## config.mk

```make
export PLATFORM = sky130hd
export DESIGN_NAME = pi_2ch_seq
export DESIGN_NICKNAME = d
export VERILOG_FILES = /design/src/rtl/pi_2ch_seq.sv
export SDC_FILE = /design/constraint.sdc
export NUM_CORES = 1
export LEC_CHECK = 0
export CELL_PAD_IN_SITES_DETAIL_PLACEMENT = 0
export CELL_PAD_IN_SITES_GLOBAL_PLACEMENT = 1
export CORE_MARGIN = 10
export CORE_UTILIZATION = 45
export DETAILED_ROUTE_END_ITERATION = 16
export PLACE_DENSITY = 0.83
export SLEW_MARGIN = 20
export SYNTH_ARGS = -nofsm -noshare
export SYNTH_HDL_FRONTEND = slang
export SYNTH_SLANG_ARGS = --single-unit
export TNS_END_PERCENT = 5
```

## constraint.sdc

```tcl
create_clock -name CLOCK -period 8.6 [get_ports CLOCK]
set_clock_uncertainty 0.15 [all_clocks]
set_input_delay 1.29 -clock CLOCK [delete_from_list [all_inputs] [get_ports CLOCK]]
set_output_delay 1.29 -clock CLOCK [all_outputs]
set_load 0.02 [all_outputs]
```

## src/rtl/pi_2ch_seq.sv

```systemverilog
// Two-axis PI regulator sharing one signed multiplier, sequenced X then Y per SAMPLE.
// Define PI_INT_SAT_EN to saturate integrator updates; otherwise integrators wrap modulo 2^32.
module pi_2ch_seq #(
  parameter int DATA_W = 16,
  parameter int COEF_W = 16
) (
  input  logic                             CLOCK,
  input  logic                             RESET_N,
  input  logic                             SAMPLE,
  input  logic signed [DATA_W-1:0]         ERR_X,
  input  logic signed [DATA_W-1:0]         ERR_Y,
  input  logic signed [COEF_W-1:0]         KP,
  input  logic signed [COEF_W-1:0]         KI,
  input  logic                             CLR_INT,
  output logic signed [DATA_W+COEF_W-1:0]  DATA_OUT,
  output logic                             AXIS_SEL,
  output logic                             ENABLE,
  output logic                             BUSY,
  output logic                             OVERRUN
);

  localparam int ACC_W = DATA_W + COEF_W;
  localparam logic signed [ACC_W-1:0] ACC_MAX = {1'b0, {(ACC_W-1){1'b1}}};
  localparam logic signed [ACC_W-1:0] ACC_MIN = {1'b1, {(ACC_W-1){1'b0}}};

  typedef enum logic [3:0] {
    IDLE, MULP_X, MULI_X, ACC_X, OUT_X, MULP_Y, MULI_Y, ACC_Y, OUT_Y
  } state_t;

  function automatic logic signed [ACC_W-1:0] sat_add(
    input logic signed [ACC_W-1:0] a,
    input logic signed [ACC_W-1:0] b
  );
    logic signed [ACC_W:0] sum;
    sum = {a[ACC_W-1], a} + {b[ACC_W-1], b};
    if (sum[ACC_W] != sum[ACC_W-1])
      return sum[ACC_W] ? ACC_MIN : ACC_MAX;
    return sum[ACC_W-1:0];
  endfunction

  function automatic logic signed [ACC_W-1:0] int_add(
    input logic signed [ACC_W-1:0] a,
    input logic signed [ACC_W-1:0] b
  );
`ifdef PI_INT_SAT_EN
    return sat_add(a, b);
`else
    return a + b;
`endif
  endfunction

  state_t state_q, state_d;

  logic signed [DATA_W-1:0] err_x_p0, err_y_p0;
  logic signed [COEF_W-1:0] kp_p0, ki_p0;
  logic signed [ACC_W-1:0]  p_p1, q_p1;
  logic signed [ACC_W-1:0]  i_x, i_y;
  logic signed [ACC_W-1:0]  data_out_q;
  logic                     axis_sel_q;
  logic                     overrun_q;

  logic                     axis_y, is_mulp, acc_en, capture_en, busy_c, enable_c;
  logic signed [ACC_W-1:0]  coef_ext, err_ext, prod;
  logic signed [ACC_W-1:0]  i_cur, i_sum, i_new, s_new;

  // State register
  always_ff @(posedge CLOCK or negedge RESET_N) begin
    if (!RESET_N) state_q <= IDLE;
    else          state_q <= state_d;
  end

  // Next-state logic
  always_comb begin
    state_d = state_q;
    case (state_q)
      IDLE:    state_d = SAMPLE ? MULP_X : IDLE;
      MULP_X:  state_d = MULI_X;
      MULI_X:  state_d = ACC_X;
      ACC_X:   state_d = OUT_X;
      OUT_X:   state_d = MULP_Y;
      MULP_Y:  state_d = MULI_Y;
      MULI_Y:  state_d = ACC_Y;
      ACC_Y:   state_d = OUT_Y;
      OUT_Y:   state_d = IDLE;
      default: state_d = IDLE;
    endcase
  end

  // State-decoded controls
  always_comb begin
    busy_c     = (state_q != IDLE);
    enable_c   = (state_q == OUT_X) || (state_q == OUT_Y);
    axis_y     = (state_q == MULP_Y) || (state_q == MULI_Y) || (state_q == ACC_Y)
              || (state_q == OUT_Y);
    is_mulp    = (state_q == MULP_X) || (state_q == MULP_Y);
    acc_en     = (state_q == ACC_X) || (state_q == ACC_Y);
    capture_en = (state_q == IDLE) && SAMPLE;
  end

  // Shared multiplier: KP in MULP states, KI in MULI states
  assign coef_ext = {{DATA_W{(is_mulp ? kp_p0[COEF_W-1] : ki_p0[COEF_W-1])}},
                     (is_mulp ? kp_p0 : ki_p0)};
  assign err_ext  = axis_y ? {{COEF_W{err_y_p0[DATA_W-1]}}, err_y_p0}
                           : {{COEF_W{err_x_p0[DATA_W-1]}}, err_x_p0};
  assign prod     = coef_ext * err_ext;

  // Clear overrides the accumulate so the sum reduces to P alone
  assign i_cur = axis_y ? i_y : i_x;
  assign i_sum = int_add(i_cur, q_p1);
  assign i_new = CLR_INT ? '0 : i_sum;
  assign s_new = sat_add(p_p1, i_new);

  // p0: operand capture; p1: products; integrators and output register
  always_ff @(posedge CLOCK or negedge RESET_N) begin
    if (!RESET_N) begin
      err_x_p0   <= '0;
      err_y_p0   <= '0;
      kp_p0      <= '0;
      ki_p0      <= '0;
      p_p1       <= '0;
      q_p1       <= '0;
      i_x        <= '0;
      i_y        <= '0;
      data_out_q <= '0;
      axis_sel_q <= 1'b0;
      overrun_q  <= 1'b0;
    end else begin
      if (capture_en) begin
        err_x_p0 <= ERR_X;
        err_y_p0 <= ERR_Y;
        kp_p0    <= KP;
        ki_p0    <= KI;
      end
      if (is_mulp) p_p1 <= prod;
      if ((state_q == MULI_X) || (state_q == MULI_Y)) q_p1 <= prod;
      if (CLR_INT) begin
        i_x <= '0;
        i_y <= '0;
      end else if (acc_en) begin
        if (axis_y) i_y <= i_sum;
        else        i_x <= i_sum;
      end
      if (acc_en) begin
        data_out_q <= s_new;
        axis_sel_q <= axis_y;
      end
      overrun_q <= SAMPLE && busy_c;
    end
  end

  assign DATA_OUT = data_out_q;
  assign AXIS_SEL = axis_sel_q;
  assign ENABLE   = enable_c;
  assign BUSY     = busy_c;
  assign OVERRUN  = overrun_q;

endmodule

```

==> Yosys cells after proc, flatten, opt, wreduce, memory -nomap -nowiden <==
Cells that the tools add are included.
W data, S select, Z words.
{ "classes": {"add_sub_neg": 2, "mul": 1, "n_eq_ne": 10, "muxes": 17, "n_reduce_logical": 15} }
{ "ops": {"columns": ["operator", "n"], "rows": [
  ["$mux W32", 12],
  ["$add A32 B32 Y33", 1],
  ["$add A32 B32 Y32", 1],
  ["$mul A17 B32 Y32", 1],
  ["$pmux W4 S8", 1],
  ["$eq A4 B3 Y1 const B", 4],
  ["$mux W16", 1],
  ["$eq A4 B2 Y1 const B", 2],
  ["$logic_or A1 B1 Y1", 7],
  ["$eq A4 B1 Y1 const B", 1],
  ["$eq A4 B4 Y1 const B", 1],
  ["$logic_not A4 Y1", 1],
  ["$reduce_and A2 Y1", 2],
  ["$reduce_bool A2 Y1", 2],
  ["$reduce_bool A4 Y1", 1],
  ["$mux W1", 3],
  ["$logic_and A1 B1 Y1", 2],
  ["$ne A2 B2 Y1 const B", 1],
  ["$ne A1 B1 Y1", 1]
]} }
{ "totals": {"reg_bits": 230, "output_inout_bits": 36, "word_cells": 57} }

==> Longest topological paths before layout <==
Gate-level depths: netlist of run 1.
{ "logic_depth": {"depth_word": 11, "depth_mapped": 32, "mapped_depth_nobuf": 28} }

==> Worst setup path after synthesis of run 1 <==
Ideal clock, no wire load.
{ "synth_timing": {"path_kind": "flip-flop to flip-flop", "from": "register state_q[1]", "to": "register p_p1[30]", "setup_ps": 69, "arrival_ps": 7536, "required_ps": 8381, "slack_ps": 845, "stages_incl_launch_ff": 30, "n_path_buf": 3, "path_cell_list": "dfrtp_1 clkbuf_1 nor2_1 nand2_1 nor2_1 a21oi_1 buf_2 buf_1 mux2i_1 nor2_1 fa_1 inv_1 fa_1 inv_1 fa_1 fa_1 fa_1 inv_1 fa_1 inv_1 ha_1 a21o_1 a21oi_1 nor2b_1 nor2_1 and4b_1 o31ai_1 a31oi_1 or4b_2 nand3_1"} }
{ "synth_between": {"elab_chain_len": 6, "elab_cells_between_ends": 13} }
{ "synth_lines": {"columns": ["element", "line_no", "source"], "rows": [
  ["start, declared", "52", "state_t state_q, state_d;"],
  ["start signal, assigned", "69", "else state_q <= state_d;"],
  ["$eq A4 B3 Y1, on equally long branches", "93, 95", null],
  ["$logic_or A1 B1 Y1 (2 in series)", "93", "axis_y = (state_q == MULP_Y) || (state_q == MULI_Y) || (state_q == ACC_Y)"],
  ["$logic_or A1 B1 Y1", "94", "|| (state_q == OUT_Y);"],
  ["$mux W32", "103", "assign err_ext = axis_y ? {{COEF_W{err_y_p0[DATA_W-1]}}, err_y_p0}"],
  ["$mul A17 B32 Y32", "105", "assign prod = coef_ext * err_ext;"],
  ["end signal, assigned", "134", "if (is_mulp) p_p1 <= prod;"],
  ["end, declared", "56", "logic signed [ACC_W-1:0] p_p1, q_p1;"]
]} }
Parallel ways exist; a longest one is shown, timed or not.
A chain may end at the register's enable or synchronous reset.

==> Final worst setup path of run 1 <==
{ "layout_timing": {"from": "register state_q[1]", "to": "register q_p1[30]"} }
{ "layout_between": {"elab_chain_len": 6, "elab_cells_between_ends": 15} }
{ "layout_lines": {"columns": ["element", "line_no", "source"], "rows": [
  ["$eq A4 B3 Y1, on equally long branches", "93, 95, 135", null],
  ["$logic_or A1 B1 Y1 (2 in series)", "93", null],
  ["$logic_or A1 B1 Y1", "94", null],
  ["$mux W32", "103", null],
  ["$mul A17 B32 Y32", "105", null],
  ["end signal, assigned", "135", "if ((state_q == MULI_X) || (state_q == MULI_Y)) q_p1 <= prod;"],
  ["end, declared", "56", null]
]} }
Parallel ways exist; a longest one is shown, timed or not.

==> flow_summary.yaml, run 1 <==
status:
  status: "finished, final reports clean"
synth:
  synth.top_cell.area_share_pct: 25.0
  syn_inst: 2451
  yosysTopAreaCell: "dfrtp_1"
  syn_nets: 2941
  ys_seq_elements: 230
  avgSynthCellArea_um2: 9.39
  syn_area_um2: 23000
  synth_area_leaders: "dfrtp_1, fa_1, ha_1, mux2_2, nand2_1"
  yosysUniqueCellTypes: 79
  synth-edff-count: 0
  synth_seq_area_share_pct: 25.0
  synth_ff_type: "dfrtp_1"
  yosysWarnings: 0
  synthArstFlopShare_pct: 100
grt:
  grt_max_degree: 120
  grt_pass1_wl_mm: 99.2
  grt_pass1_vias: 18200
  gr-total-overflow: 0
  grt_use_total_pct: 20.4
  grt_antenna_before_repair: 0
floorplanning:
  core_region_area_um2: 50400
  num_io_pins: 104
  die_area_um2: 60600
  initial_core_util_pct: 45.7
  rows: 82
  dieHeight_um: 246
  die_w_um: 246
drt:
  drc: 0
  avgRoutedWirePerCell_um: 18.9
  vias: 17300
  via_per_inst: 5.34
  drtIter0Drc: 1022
  drtPass1Iterations: 5
  drtAntennaViolNets: 0
  wirelength_mm: 61.0
timing:
  relSlewSlack_pct: 36.8
  fmax_mhz: 125
  timing.final.crit_share_pct: 93.2
  setup_violations: 0
  fin_setup_tns_ps: 0
  period_minus_slack_ps: 8020
  tightest_slew_ps: 948
  drv_slew: 0
  finalHoldViolCount: 0
  postLayoutSetupSlackWorst_ps: 584
  rsz0062_at_grt: "no"
  hold_ws_ps: 324
layout:
  layout_commonest_cell: "nand2_1"
  synthToLayoutAreaGrowth_pct: 12.6
  diodes: 0
  nets: 3029
  seq_area_um2: 5760
  n_fill_cell: 4603
  mostFrequentLayoutCells: "nand2_1, inv_1, fa_1"
  multi_input_area_um2: 15800
  fin_cells: 3233
  drive_gt1_share_pct: 10.5
place:
  hpwl_mm: 49.5
  pre_cts_ws_ps: 379
  numPlacedInstances: 3181
  port_buffers: 103
  gp_congestion: 0.938
clock_network:
  numCtsBuffers: 28
  cts.clk_slew.worst_paths_ps: 60
  cts_setup_buffers: 0
  cts_tree: "built"
  cts_buffer_depth: 3
  clock_sinks: 230
  worst_skew_pair.late_latency_ps: 590
  cts_htree_levels: 1
  root_buffer: "clkbuf_16"
worst_hold_path:
  hp-class: "register to register"
worst_setup_path:
  path_class: "register to register"
  cp_data_required_time_ps: 8980
  worst-r2r-setup-slack_ps: 580
  endpoint_kind: "register"
  crit_fanout: 36
  worst_setup_path_start_kind: "register"
  crit_arrival_ps: 8390
run:
  drv_cap: 0
## worst max-delay path, cell delays in order, from the launching register on
cell and delay (ps):
dfrtp_1 540, nor2_1 110, nand2_1 80, nor2_1 70, a21oi_4 230, buf_12 300, mux2i_1 510, nor2_1 120
fa_1 560, inv_1 60, fa_1 540, inv_1 50, fa_1 530, fa_1 450, fa_1 500, inv_1 50
fa_1 470, inv_1 40, ha_1 380, a21o_1 140, a21oi_1 60, nor2b_1 370, nor2_1 100, and4b_1 240
o31ai_1 340, a31oi_1 200, or4b_2 670, nand3_1 90
## flip-flops by register name, summed over array words and instances, names as in the netlist
| register | cells |
|---|---|
| ki_p0 | 16 |
| kp_p0 | 16 |
| i_y | 32 |
| state_q | 4 |
| i_x | 32 |
| AXIS_SEL | 1 |
| DATA_OUT | 32 |
| err_y_p0 | 16 |
| q_p1 | 32 |
| p_p1 | 32 |
| err_x_p0 | 16 |
| OVERRUN | 1 |
## per-stage QoR
stage	utilization [%]	cell area, um^2
floorplan	-	23000
global placement	49.5	24900
detailed placement	49.5	24900
CTS	51.4	25900
global route	51.4	25900
finish	51.4	25900
## Yosys cell counts (24+ instances only)
library cell,number
nand2_1,343
fa_1,277
ha_1,145
a21o_1,24
dfrtp_1,230
nor3_1,24
inv_1,303
xnor2_1,47
nor2_1,235
clkbuf_1,73
o31ai_1,38
a21oi_1,100
xor2_1,41
mux2_2,127
mux2i_1,31
o21a_1,24
o21ai_0,131
## final timing paths
path | endpoint | startpoint | cells after the start
min in group asynchronous | DATA_OUT[5]$_DFFE_PN0P_ | RESET_N | 1
hold reg to reg | i_x[26]$_DFFE_PN0P_ | i_x[26]$_DFFE_PN0P_ | 2
max in group asynchronous | err_x_p0[6]$_DFFE_PN0P_ | RESET_N | 2
hold / removal | i_x[26]$_DFFE_PN0P_ | i_x[26]$_DFFE_PN0P_ | 2
setup / recovery | q_p1[30]$_DFFE_PN0P_ | state_q[1]$_DFF_PN0_ | 27
setup reg to reg | q_p1[30]$_DFFE_PN0P_ | state_q[1]$_DFF_PN0_ | 27
## cells by family (layout without fill, tap and decap cells)
group | Yosys count | in the layout | share of synthesized area [%]
muxes | 158 | 158 | 7.57
DFF | 230 | 230 | 25.0
AOI/OAI and AO/OA | 426 | 426 | 11.9
and+or+nand+nor | 729 | 729 | 13.5
adders and majority gates | 422 | 422 | 32.0
buffers and inverters | 397 | 507 | 6.58
xor gates and xnor gates | 89 | 89 | 3.42
## cell type report
class                      instances  share of cell area, %
tap                              672                   3.25
clock inverter                    20                  0.855
clock buffer                      32                   2.88
multi-input combinational       1824                   60.9
timing repair buffer             151                   5.47
sequential                       230                   22.2
inverter                         304                   4.40
## timing repair
action,CTS,global route
endpoints found under the setup margin,0,4
resized for setup,0,2
hold buffers,0,0
## metal layers
layer	track usage [%]	vias to the layer above	wire (um)
li1	-	8248	-
met1	26.9	8501	26900
met2	34.0	436	28600
met3	3.60	83	3870
met4	5.54	0	1600
met5	0	-	0
Power of run 1 is left out: the tool's default activity adds up to more than one toggle a clock period on the data nets, which glitch-free logic cannot reach.
==> run 2: changes to the inputs <==
--- a/config.mk
+++ b/config.mk
@@ -11,6 +11,7 @@
 export CORE_UTILIZATION = 45
 export DETAILED_ROUTE_END_ITERATION = 16
 export PLACE_DENSITY = 0.83
+export SETUP_SLACK_MARGIN = 0.2
 export SLEW_MARGIN = 20
 export SYNTH_ARGS = -nofsm -noshare
 export SYNTH_HDL_FRONTEND = slang
==> run 2 against run 1 <==
Final cell count is the same; clock-buffer cell count is the same; final area is essentially flat; core utilization is essentially flat; sequential cell count is the same; worst hold slack is essentially flat; sequential share of layout area is essentially flat; fmax grew 0.99%; first-iteration DRC count grew 0.59%; global-route usage is the same; routed wire length grew 0.12%; register-to-register slack gained 80 ps; critical path type unchanged; largest cell class unchanged.
==> flow_summary.yaml, run 2 (synthesis gave the netlist of run 1 again) <==
worst_setup_path:
  slowest_delay_ps: 690
  r2r_cells: 26
  crit_family: "adder cells"
  slowest_stage: "fa_2"
  path_common_cell: "fa_1"
  crit_fanout: 9
  rr_endpoint: "q_p1[30]$_DFFE_PN0P_"
  cp_data_required_time_ps: 8980
  rr_startpoint: "state_q[1]$_DFF_PN0_"
  cp.buffers_inverters: 5
  worst_setup_path_start_kind: "register"
  path_class: "register to register"
  crit_arrival_ps: 8320
  endpoint_kind: "register"
  worst-r2r-setup-slack_ps: 660
clock_network:
  root_buffer: "clkbuf_16"
  cts_setup_buffers: 0
  cts_htree_levels: 1
  numCtsBuffers: 28
  cts.clk_slew.worst_paths_ps: 60
  cts_tree: "built"
  worst_skew_pair.late_latency_ps: 590
  clock_sinks: 230
  cts_buffer_depth: 3
timing:
  fin_setup_tns_ps: 0
  period_minus_slack_ps: 7940
  relSlewSlack_pct: 36.8
  fmax_mhz: 126
  timing.final.crit_share_pct: 92.3
  rsz0062_at_grt: "no"
  finalHoldViolCount: 0
  drv_slew: 0
  setup_violations: 0
  tightest_slew_ps: 948
drt:
  via_per_inst: 5.34
  drtAntennaViolNets: 0
  drc: 0
  drtIter0Drc: 1028
  wirelength_mm: 61.1
  drtPass1Iterations: 5
  avgRoutedWirePerCell_um: 18.9
  vias: 17300
grt:
  grt_use_total_pct: 20.4
  gr-total-overflow: 0
  grt_pass1_vias: 18200
  grt_pass1_wl_mm: 99.2
  grt_antenna_before_repair: 0
  grt_max_degree: 120
place:
  port_buffers: 103
  hpwl_mm: 49.5
  gp_congestion: 0.938
  post_dp_cell_area_um2: 24900
floorplanning:
  dieHeight_um: 246
  initial_core_util_pct: 45.7
  rows: 82
  die_w_um: 246
  core_region_area_um2: 50400
  num_io_pins: 104
  die_area_um2: 60600
layout:
  drive_gt1_share_pct: 10.7
  diodes: 0
  mostFrequentLayoutCells: "nand2_1, inv_1, fa_1"
  synthToLayoutAreaGrowth_pct: 12.7
  stdcell_area_um2: 25900
  layout_commonest_cell: "nand2_1"
  nets: 3029
worst_hold_path:
  min_path_cells: 2
  min_to: "i_x[26]$_DFFE_PN0P_"
  hold_path_startpoint: "i_x[26]$_DFFE_PN0P_"
  hp-class: "register to register"
status:
  status: "finished, final reports clean"
run:
  drv_cap: 0
run 2: per-stage QoR:
stage,cells,util [%],setup slack [ps],hold slack (ps)
6_report,3233,51.5,663,324
5_1_grt,3233,51.5,190,352
4_1_cts,3233,51.4,343,327
3_5_place_dp,3181,49.5,379,314
3_3_place_gp,3181,49.5,594,304
2_1_floorplan,2451,-,845,288
run 2: routing by layer:
layer	wire, um	vias to the layer above	GRT usage (%)	share of wire [%]
li1	-	8249	-	-
met5	0	-	0	0
met2	28700	425	34.0	47
met1	27000	8506	26.9	44
met4	1560	0	5.54	2.5
met3	3780	83	3.60	6.2
run 2: worst max path at each step:
stage                                     from                    to  cells after the start
after CTS                 state_q[1]$_DFF_PN0_  q_p1[30]$_DFFE_PN0P_                     26
after global placement    state_q[1]$_DFF_PN0_  p_p1[30]$_DFFE_PN0N_                     26
after global routing      state_q[1]$_DFF_PN0_  p_p1[30]$_DFFE_PN0N_                     25
after floorplan           state_q[1]$_DFF_PN0_  p_p1[30]$_DFFE_PN0N_                     29
after detailed placement  state_q[1]$_DFF_PN0_  q_p1[30]$_DFFE_PN0P_                     26
final                     state_q[1]$_DFF_PN0_  q_p1[30]$_DFFE_PN0P_                     26
run 2: timing repair:
item | CTS | global route
hold buffers | 0 | 0
endpoints found under the setup margin | 0 | 6
resized for setup | 0 | 8
run 2: worst register-to-register path: cells and delay by family, from the launching register on:
kind,cells,cell delay (ps)
adders and majority gates,7,3630
DFF,1,540
AOI/OAI and AO/OA,6,1130
buffers and inverters,5,530
muxes,1,490
and+or+nand+nor,7,1410
run 2: area by class of cell:
cell class              instances  area [um^2]
clock buffers                  32          746
clock inverters                20          221
fillers                      4602        24400
inverters                     304         1140
multi-input cells            1824        15800
flip-flops and latches        230         5760
well taps                     672          841
repair buffers                151         1420
Power of run 2 is left out for the same reason.
